==> src/rtl/kpad_pkg.sv <==
// Shared constants and helpers for the 4x4 matrix-keypad scanner.
//   KP_ROWS/KP_COLS : matrix geometry
//   KP_CODE_W       : width of a key code (r*4+c)
//   KP_ROW_RESET    : row drive pattern after reset (row 0 active)
package kpad_pkg;

   localparam int unsigned KP_ROWS      = 4;
   localparam int unsigned KP_COLS      = 4;
   localparam int unsigned KP_KEYS      = KP_ROWS * KP_COLS;
   localparam int unsigned KP_CODE_W    = 4;
   localparam int unsigned KP_ROW_IDX_W = 2;
   localparam int unsigned KP_DB_CNT_W  = 3;

   localparam logic [KP_ROWS-1:0] KP_ROW_RESET = 4'b1110;

   // Active-low one-cold row drive for a given row index.
   function automatic logic [KP_ROWS-1:0] kp_row_drive(input logic [KP_ROW_IDX_W-1:0] idx);
      return ~(KP_ROWS'(1) << idx);
   endfunction

endpackage

==> src/rtl/kpad_debounce.sv <==
// Per-key debouncer: a saturating agreement counter plus the debounced state.
//   clk, rst_n : clock, async active-low reset
//   sample_en  : one-cycle strobe when this key's row is sampled
//   raw        : sampled key level (1 = pressed)
//   state      : debounced key level
//   rise       : one-cycle pulse, registered, when state goes 0->1
module kpad_debounce
   import kpad_pkg::*;
#(
   parameter int unsigned DEBOUNCE = 3
) (
   input  logic clk,
   input  logic rst_n,
   input  logic sample_en,
   input  logic raw,
   output logic state,
   output logic rise
);

   logic [KP_DB_CNT_W-1:0] cnt;
   logic [KP_DB_CNT_W-1:0] cnt_nxt;
   logic                   state_nxt;
   logic                   rise_nxt;

   // Count disagreeing samples; flip state once DEBOUNCE of them arrive in a row.
   always_comb begin
      cnt_nxt   = cnt;
      state_nxt = state;
      rise_nxt  = 1'b0;
      if (sample_en) begin
         if (raw == state) begin
            cnt_nxt = '0;
         end else if (cnt + KP_DB_CNT_W'(1) == KP_DB_CNT_W'(DEBOUNCE)) begin
            state_nxt = raw;
            cnt_nxt   = '0;
            rise_nxt  = raw;
         end else begin
            cnt_nxt = cnt + KP_DB_CNT_W'(1);
         end
      end
   end

   always_ff @(posedge clk or negedge rst_n) begin
      if (!rst_n) begin
         cnt   <= '0;
         state <= 1'b0;
         rise  <= 1'b0;
      end else begin
         cnt   <= cnt_nxt;
         state <= state_nxt;
         rise  <= rise_nxt;
      end
   end

endmodule

==> src/rtl/kpad_scan.sv <==
// 4x4 matrix-keypad scanner: walks active-low rows, samples synchronized
// columns once per scan tick, debounces every key and reports presses on a
// single-entry valid/ack channel with a sticky overflow flag.
//   clk, rst_n : clock, async active-low reset
//   row        : active-low row drive (one bit low)
//   col        : active-low column sense, asynchronous
//   keys       : debounced bitmap, bit r*4+c = pressed
//   key_valid  : press event pending; key_code holds r*4+c
//   key_ack    : consumer accepts the pending event
//   overflow   : sticky, a press event was dropped
// Limitation: 3-key rectangles ghost; the bitmap reports the matrix as sensed.
module kpad_scan
   import kpad_pkg::*;
#(
   parameter int unsigned SCAN_DIV = 40000,
   parameter int unsigned DEBOUNCE = 3
) (
   input  logic                 clk,
   input  logic                 rst_n,
   output logic [KP_ROWS-1:0]   row,
   input  logic [KP_COLS-1:0]   col,
   output logic [KP_KEYS-1:0]   keys,
   output logic                 key_valid,
   output logic [KP_CODE_W-1:0] key_code,
   input  logic                 key_ack,
   output logic                 overflow
);

   localparam int unsigned CNT_W = $clog2(SCAN_DIV);

   logic [CNT_W-1:0]        tick_cnt;
   logic                    tick_c;
   logic [KP_COLS-1:0]      col_m;
   logic [KP_COLS-1:0]      col_s;
   logic [KP_ROW_IDX_W-1:0] row_idx;
   logic [KP_ROW_IDX_W-1:0] row_idx_nxt_c;
   logic [KP_KEYS-1:0]      rise;

   logic                    ev_any_c;
   logic                    ev_multi_c;
   logic [KP_CODE_W-1:0]    ev_code_c;
   logic                    accept_c;
   logic                    valid_nxt;
   logic [KP_CODE_W-1:0]    code_nxt;
   logic                    ovf_nxt;

   // Two-flop column synchronizer; idle (pulled-up) value is all ones.
   always_ff @(posedge clk or negedge rst_n) begin
      if (!rst_n) begin
         col_m <= '1;
         col_s <= '1;
      end else begin
         col_m <= col;
         col_s <= col_m;
      end
   end

   // Scan tick: one cycle in every SCAN_DIV.
   assign tick_c = (tick_cnt == CNT_W'(SCAN_DIV - 1));

   always_ff @(posedge clk or negedge rst_n) begin
      if (!rst_n) begin
         tick_cnt <= '0;
      end else if (tick_c) begin
         tick_cnt <= '0;
      end else begin
         tick_cnt <= tick_cnt + CNT_W'(1);
      end
   end

   // Row walker: advance after the current row has been sampled.
   assign row_idx_nxt_c = row_idx + KP_ROW_IDX_W'(1);

   always_ff @(posedge clk or negedge rst_n) begin
      if (!rst_n) begin
         row_idx <= '0;
         row     <= KP_ROW_RESET;
      end else if (tick_c) begin
         row_idx <= row_idx_nxt_c;
         row     <= kp_row_drive(row_idx_nxt_c);
      end
   end

   // One debouncer per key, strobed only when its own row is sampled.
   for (genvar k = 0; k < KP_KEYS; k++) begin : g_key
      kpad_debounce #(
         .DEBOUNCE (DEBOUNCE)
      ) u_db (
         .clk       (clk),
         .rst_n     (rst_n),
         .sample_en (tick_c && (row_idx == KP_ROW_IDX_W'(k / KP_COLS))),
         .raw       (~col_s[k % KP_COLS]),
         .state     (keys[k]),
         .rise      (rise[k])
      );
   end

   // Lowest-index rise wins; any further rise in the same cycle is dropped.
   always_comb begin
      ev_any_c   = 1'b0;
      ev_multi_c = 1'b0;
      ev_code_c  = '0;
      for (int unsigned k = 0; k < KP_KEYS; k++) begin
         if (rise[k]) begin
            if (ev_any_c) begin
               ev_multi_c = 1'b1;
            end else begin
               ev_any_c  = 1'b1;
               ev_code_c = KP_CODE_W'(k);
            end
         end
      end
   end

   // Single-entry event slot; an ack frees it in the same cycle a new event loads.
   always_comb begin
      valid_nxt = key_valid;
      code_nxt  = key_code;
      ovf_nxt   = overflow;
      accept_c  = key_valid & key_ack;
      if (ev_any_c) begin
         if (!key_valid || accept_c) begin
            valid_nxt = 1'b1;
            code_nxt  = ev_code_c;
         end else begin
            ovf_nxt = 1'b1;
         end
         if (ev_multi_c) begin
            ovf_nxt = 1'b1;
         end
      end else if (accept_c) begin
         valid_nxt = 1'b0;
      end
   end

   always_ff @(posedge clk or negedge rst_n) begin
      if (!rst_n) begin
         key_valid <= 1'b0;
         key_code  <= '0;
         overflow  <= 1'b0;
      end else begin
         key_valid <= valid_nxt;
         key_code  <= code_nxt;
         overflow  <= ovf_nxt;
      end
   end

endmodule
==> config.mk <==
export PLATFORM = sky130hd
export DESIGN_NAME = kpad_scan
export DESIGN_NICKNAME = d
export VERILOG_FILES = /design/src/rtl/kpad_pkg.sv /design/src/rtl/kpad_debounce.sv /design/src/rtl/kpad_scan.sv
export SDC_FILE = /design/constraint.sdc
export NUM_CORES = 1
export LEC_CHECK = 0
export CAP_MARGIN = 40
export CORE_MARGIN = 8
export CORE_UTILIZATION = 54
export CTS_CLUSTER_DIAMETER = 200
export CTS_CLUSTER_SIZE = 14
export DETAILED_ROUTE_END_ITERATION = 10
export PLACE_DENSITY_LB_ADDON = 0.12
export SYNTH_ARGS = -nofsm -noshare
export SYNTH_HDL_FRONTEND = slang
export SYNTH_SLANG_ARGS = --single-unit
==> constraint.sdc <==
create_clock -name clk -period 4.21 [get_ports clk]
set_input_delay 0.842 -clock clk [delete_from_list [all_inputs] [get_ports clk]]
set_output_delay 0.842 -clock clk [all_outputs]
set_load 0.02 [all_outputs]
### Yosys cells after proc, flatten, opt, wreduce, memory -nomap -nowiden

Index checks and enable logic that the tools add are counted.
W data, S select, Z words.

* register bits after elaboration: 116
* bits in latches: 0
* bits in writable memories: 0
* ROM bits: 0
* input bits: 7
* output and inout port bits: 26
* word-level logic and storage cells: 324
* memories kept: 0

* add/subtract/negate cells: 18
* multiply operators: 0
* divide/modulo/power cells: 0
* order comparisons: 0
* eq/ne operators: 38
* shifts and indexed selects: 1
* multiplexer cells: 162
* bitwise logic cells: 22
* reduce and logical (&&, ||, !) cells: 27

Operators with widths (count)
* $mux W4: 28
* $mux W1: 101
* $mux W3: 32
* $add A3 B1 Y3 const B: 16
* $eq A3 B2 Y1 const B: 16
* $reduce_and A3 Y1: 16
* $not A1 Y1: 20
* $add A16 B1 Y16 const B: 1
* $eq A1 B1 Y1: 16
* $eq A16 B16 Y1 const B: 1
* $mux W16: 1
* $reduce_and A2 Y1: 3
* $eq A2 B2 Y1 const B: 2
* $logic_and A1 B1 Y1: 4
* $not A4 Y4: 1
* $shl A1 B2 Y4 const A: 1
* $add A2 B1 Y2 const B: 1
* $eq A2 B1 Y1 const B: 1
* $logic_not A2 Y1: 1
* $ne A2 B1 Y1 const B: 1
* $ne A2 B2 Y1 const B: 1
* $reduce_bool A2 Y1: 1
* $and A1 B1 Y1: 1
* $logic_not A1 Y1: 1
* $logic_or A1 B1 Y1: 1

### Logic depth before layout (Yosys ltp)

* word-level depth: 33
* gate-level depth with buffers: 8
* mapped depth without buffers: 6

### Modules after synthesis

Synthesis repeated with hierarchy kept, for this count alone.

* cell total of the unflattened synthesis: 562
* area total of the unflattened synthesis: 6193.4 um^2

By module, submodules not included
* kpad_debounce: times used 16, cells each 24, area an instance 272.8 um^2, seq. area each 125.1 um^2
* kpad_scan: times used 1, cells each 178, area an instance 1829.3 um^2, seq. area each 914.6 um^2

### Worst setup path after synthesis

Ideal clock, no wire load.

* kind: register -> register
* start point: reg tick_cnt[7]
* end point: reg g_key[6].u_db.state
* setup time: 0.137 ns
* data arrival time: 1.764 ns
* data required time: 4.073 ns
* path slack: 2.309 ns
* cell stages (with the launch flop): 8
* path buffers: 2
* period minus slack after synthesis: 1.901 ns
* cells stage by stage: dfrtp_1 or3_4 nor4_4 nand3_1 buf_2 buf_2 o21ai_0 o31ai_1

* longest elaborated chain between the ends: 3

RTL lines
* start: declaration: line kpad_scan.sv:31 `logic [CNT_W-1:0] tick_cnt;`
* start signal: assignment: line kpad_scan.sv:67 `tick_cnt <= tick_cnt + CNT_W'(1);`
* $eq A16 B16 Y1: line kpad_scan.sv:59 `assign tick_c = (tick_cnt == CNT_W'(SCAN_DIV - 1));`
* $logic_and A1 B1 Y1: line kpad_scan.sv:91 `.sample_en (tick_c && (row_idx == KP_ROW_IDX_W'(k / KP_COLS))),`
* $reduce_and A3 Y1 (no line)
* end signal: assignment: line kpad_debounce.sv:50 `state <= state_nxt;`
* end: declaration: line kpad_debounce.sv:16 `output logic state,`

No other way between the ends.
A chain may end at the register's enable or synchronous reset.

### Worst setup path in the final report

* start point: reg row[2]
* end point: out row[2]

RTL lines
* start: declaration: line kpad_scan.sv:20 `output logic [KP_ROWS-1:0] row,`
* start signal: assignment: line kpad_scan.sv:80 `row <= kp_row_drive(row_idx_nxt_c);`

No word-level cell between the ends.

==> results.ini <==
[sta]
period_needed_ns=2.499
maxSlewViolCount=0
hold_slack_ns=0.2879
worstMarginPinSlew_ns=0.6473
final-setup-viol-count=0
skew_ns=0.01012
fmax_ghz=0.4002
timing.final.ws_setup_ns=1.711
hold_violations=0
setup_tns_ns=0
rsz0062_at_grt=no
period_share_pct=59.35
slew_headroom_pct=56.80

[die]
fp-row-count=38
pin_count=33
core_um2=10790
die_y_um=121.0
die-area_um2=14640
start_util_pct=55.16
dieWidth_um=121.0

[grt]
grt_max_degree=41
grtUsageMet1_pct=21.13
top_usage_layer=met2
use_met3_pct=4.839
grt_first_pass_wirelength_um=19990
antenna_found_initial=0
grt_pass1_vias=4160
grt_util_all_layers_pct=17.25
met2_usage_pct=27.53
overflow=0

[logic_synthesis]
synthAdderAreaFrac_pct=7.776
synthArstFlopShare_pct=100.0
synth_top_family_by_area=simple AND/OR/NAND/NOR gates
synthCells=582
syn_nets=626
ys_seq_area_share_pct=48.99
synth_edf_count=0
synthSimpleGateAreaFrac_pct=20.77
synthMuxAreaShare_pct=0
yosys_most_used_dff=dfrtp_1
synth-seq-cells=116
synth_compound_area_share_pct=13.03
synth_xor_xnor_area_share_pct=4.708
yosys_warnings=0
avgSynthCellArea_um2=10.23
netlist_area_um2=5953
synth.distinct_cells=44

[clocking]
clkTransAtPathRegs_ns=0.05
numCtsBuffers=17
clk-insertion-delay-late_ns=0.53
cts_tree=built
cts_resized=0
cts_max_level=4
cts_buffer_depth=2
cts_hold_buf=0
cts_setup_buffers=0
clock-sinks=116
root_buffer=clkbuf_8

[critical_path]
arrival_ns=1.66
max_stage_delay_ns=0.61
crit_path_top_delay_cell=clkdlybuf4s50_1
crit_type=register to output port
crit_family=buffers and inverters
reg2regPathDepth=7
crit_chain=clkdlybuf4s50_1
cp-end-kind=output port
crit_required_ns=3.37
cp_max_fo=2
crit_cells=1
startpoint_type=register
cp_num_buf_inv=1

[drt]
ant_nets=0
wl_per_cell_um=15.35
drc=0
vias=4283
first_iter_violations=217
wirelength_um=11590
vias_per_cell=5.673
first_pass_iters=4

[pwr]
pwr_density_cell_nw_per_um2=372.2
p_leak_uw=0.003176
peakVddDrop_mv=0.2735

[placement]
dpl_worst_slack_ns=1.757
io_buffers=32
hpwl_um=8124
globalplace.congestion=0.7845

[layout]
syn_to_final_growth_pct=15.24
final_cell_mix=dfrtp_1, nand2_1, o21ai_0, ha_1, clkdlybuf4s50_1
final_core_util_pct=63.56
final_common_cell=dfrtp_1
drive_above_1_share_pct=9.756
nFillCells=848
nets=648
diodes=0

[worst_hold_path]
hp-class=input pin to async pin

[job]
drv_cap=0

[status]
status=complete, no violations

[cells by family after synthesis]
group,count (synthesis)
xor gates and xnor gates,32
DFF,116
AOI/OAI and AO/OA,119
adders and majority gates,37
buffers and inverters,56
and+or+nand+nor,222
[layout make-up]
| cell class | instances | area (um^2) | area share [%] |
|---|---|---|---|
| Clock inverter | 4 | 70.07 | 1.021 |
| Sequential cell | 116 | 2917 | 42.51 |
| Timing Repair Buffer | 36 | 359.1 | 5.234 |
| Multi-Input combinational cell | 410 | 2755 | 40.16 |
| Clock buffer | 26 | 498.0 | 7.259 |
| Inverter | 23 | 86.33 | 1.258 |
| Tap cell | 140 | 175.2 | 2.553 |
[synth_stat cells (9+ instances only)]
cell type	instances	share of area, %
a31oi_1	14	1.5
nand3_1	11	0.92
inv_1	23	1.5
nor3_1	23	1.9
o31ai_1	21	2.6
nor2b_1	25	2.6
nor4_1	18	1.9
dfrtp_1	105	44
a21o_1	17	2.1
or3_1	13	1.4
nor2_1	26	1.6
xnor2_1	16	2.4
buf_4	16	2.0
buf_2	9	0.76
nand2_1	57	3.6
o21ai_0	38	3.2
ha_1	37	7.8
xor2_1	16	2.4
dfstp_2	11	4.9
or3b_2	11	1.6
nand2b_1	18	1.9
[sequential cells by signal (all words and copies together), names as in the netlist]
name / count
g_key.u_db.state: 16
overflow: 1
row_idx: 2
col_m: 4
row: 4
tick_cnt: 16
key_valid: 1
key_code: 4
g_key.u_db.cnt: 48
col_s: 4
g_key.u_db.rise: 16
[metrics by stage]
stage / area, um^2 / instances / power [uW]
floorplan: 5953 / 582 / 1163
global placement: 6266 / 723 / 1198
detailed placement: 6292 / 725 / 1198
CTS: 6860 / 755 / 2585
global route: 6860 / 755 / 2642
finish: 6860 / 755 / 2554
[per-layer routing]
layer,share of wire (%),vias to the layer above
li1,-,2081
met1,46,2112
met2,47,71
met3,4.7,19
met4,1.9,0
met5,0,-
[worst paths after layout]
path | from | endpoint | slack [ns]
min in group clk | col_m[3] | col_s[3] | 0.35
max in group asynchronous | rst_n | col_m[2] | 3.00
worst min register to register | col_m[3] | col_s[3] | 0.35
worst min-delay path | rst_n | g_key[1].u_db.cnt[2] | 0.29
worst max register to register | tick_cnt[0] | g_key[7].u_db.cnt[0] | 1.78
worst max-delay path | row[2] | row[2] | 1.71
[power by group]
part | total [uW] | internal (uW) | leakage [uW] | switching [uW]
clock | 1380 | 911 | 0.000281 | 464
combinational | 43.5 | 13.4 | 0.00135 | 30.0
sequential | 1130 | 1120 | 0.00154 | 10.5
total | 2550 | 2050 | 0.00318 | 505
Power figures use the tool's default switching activity.
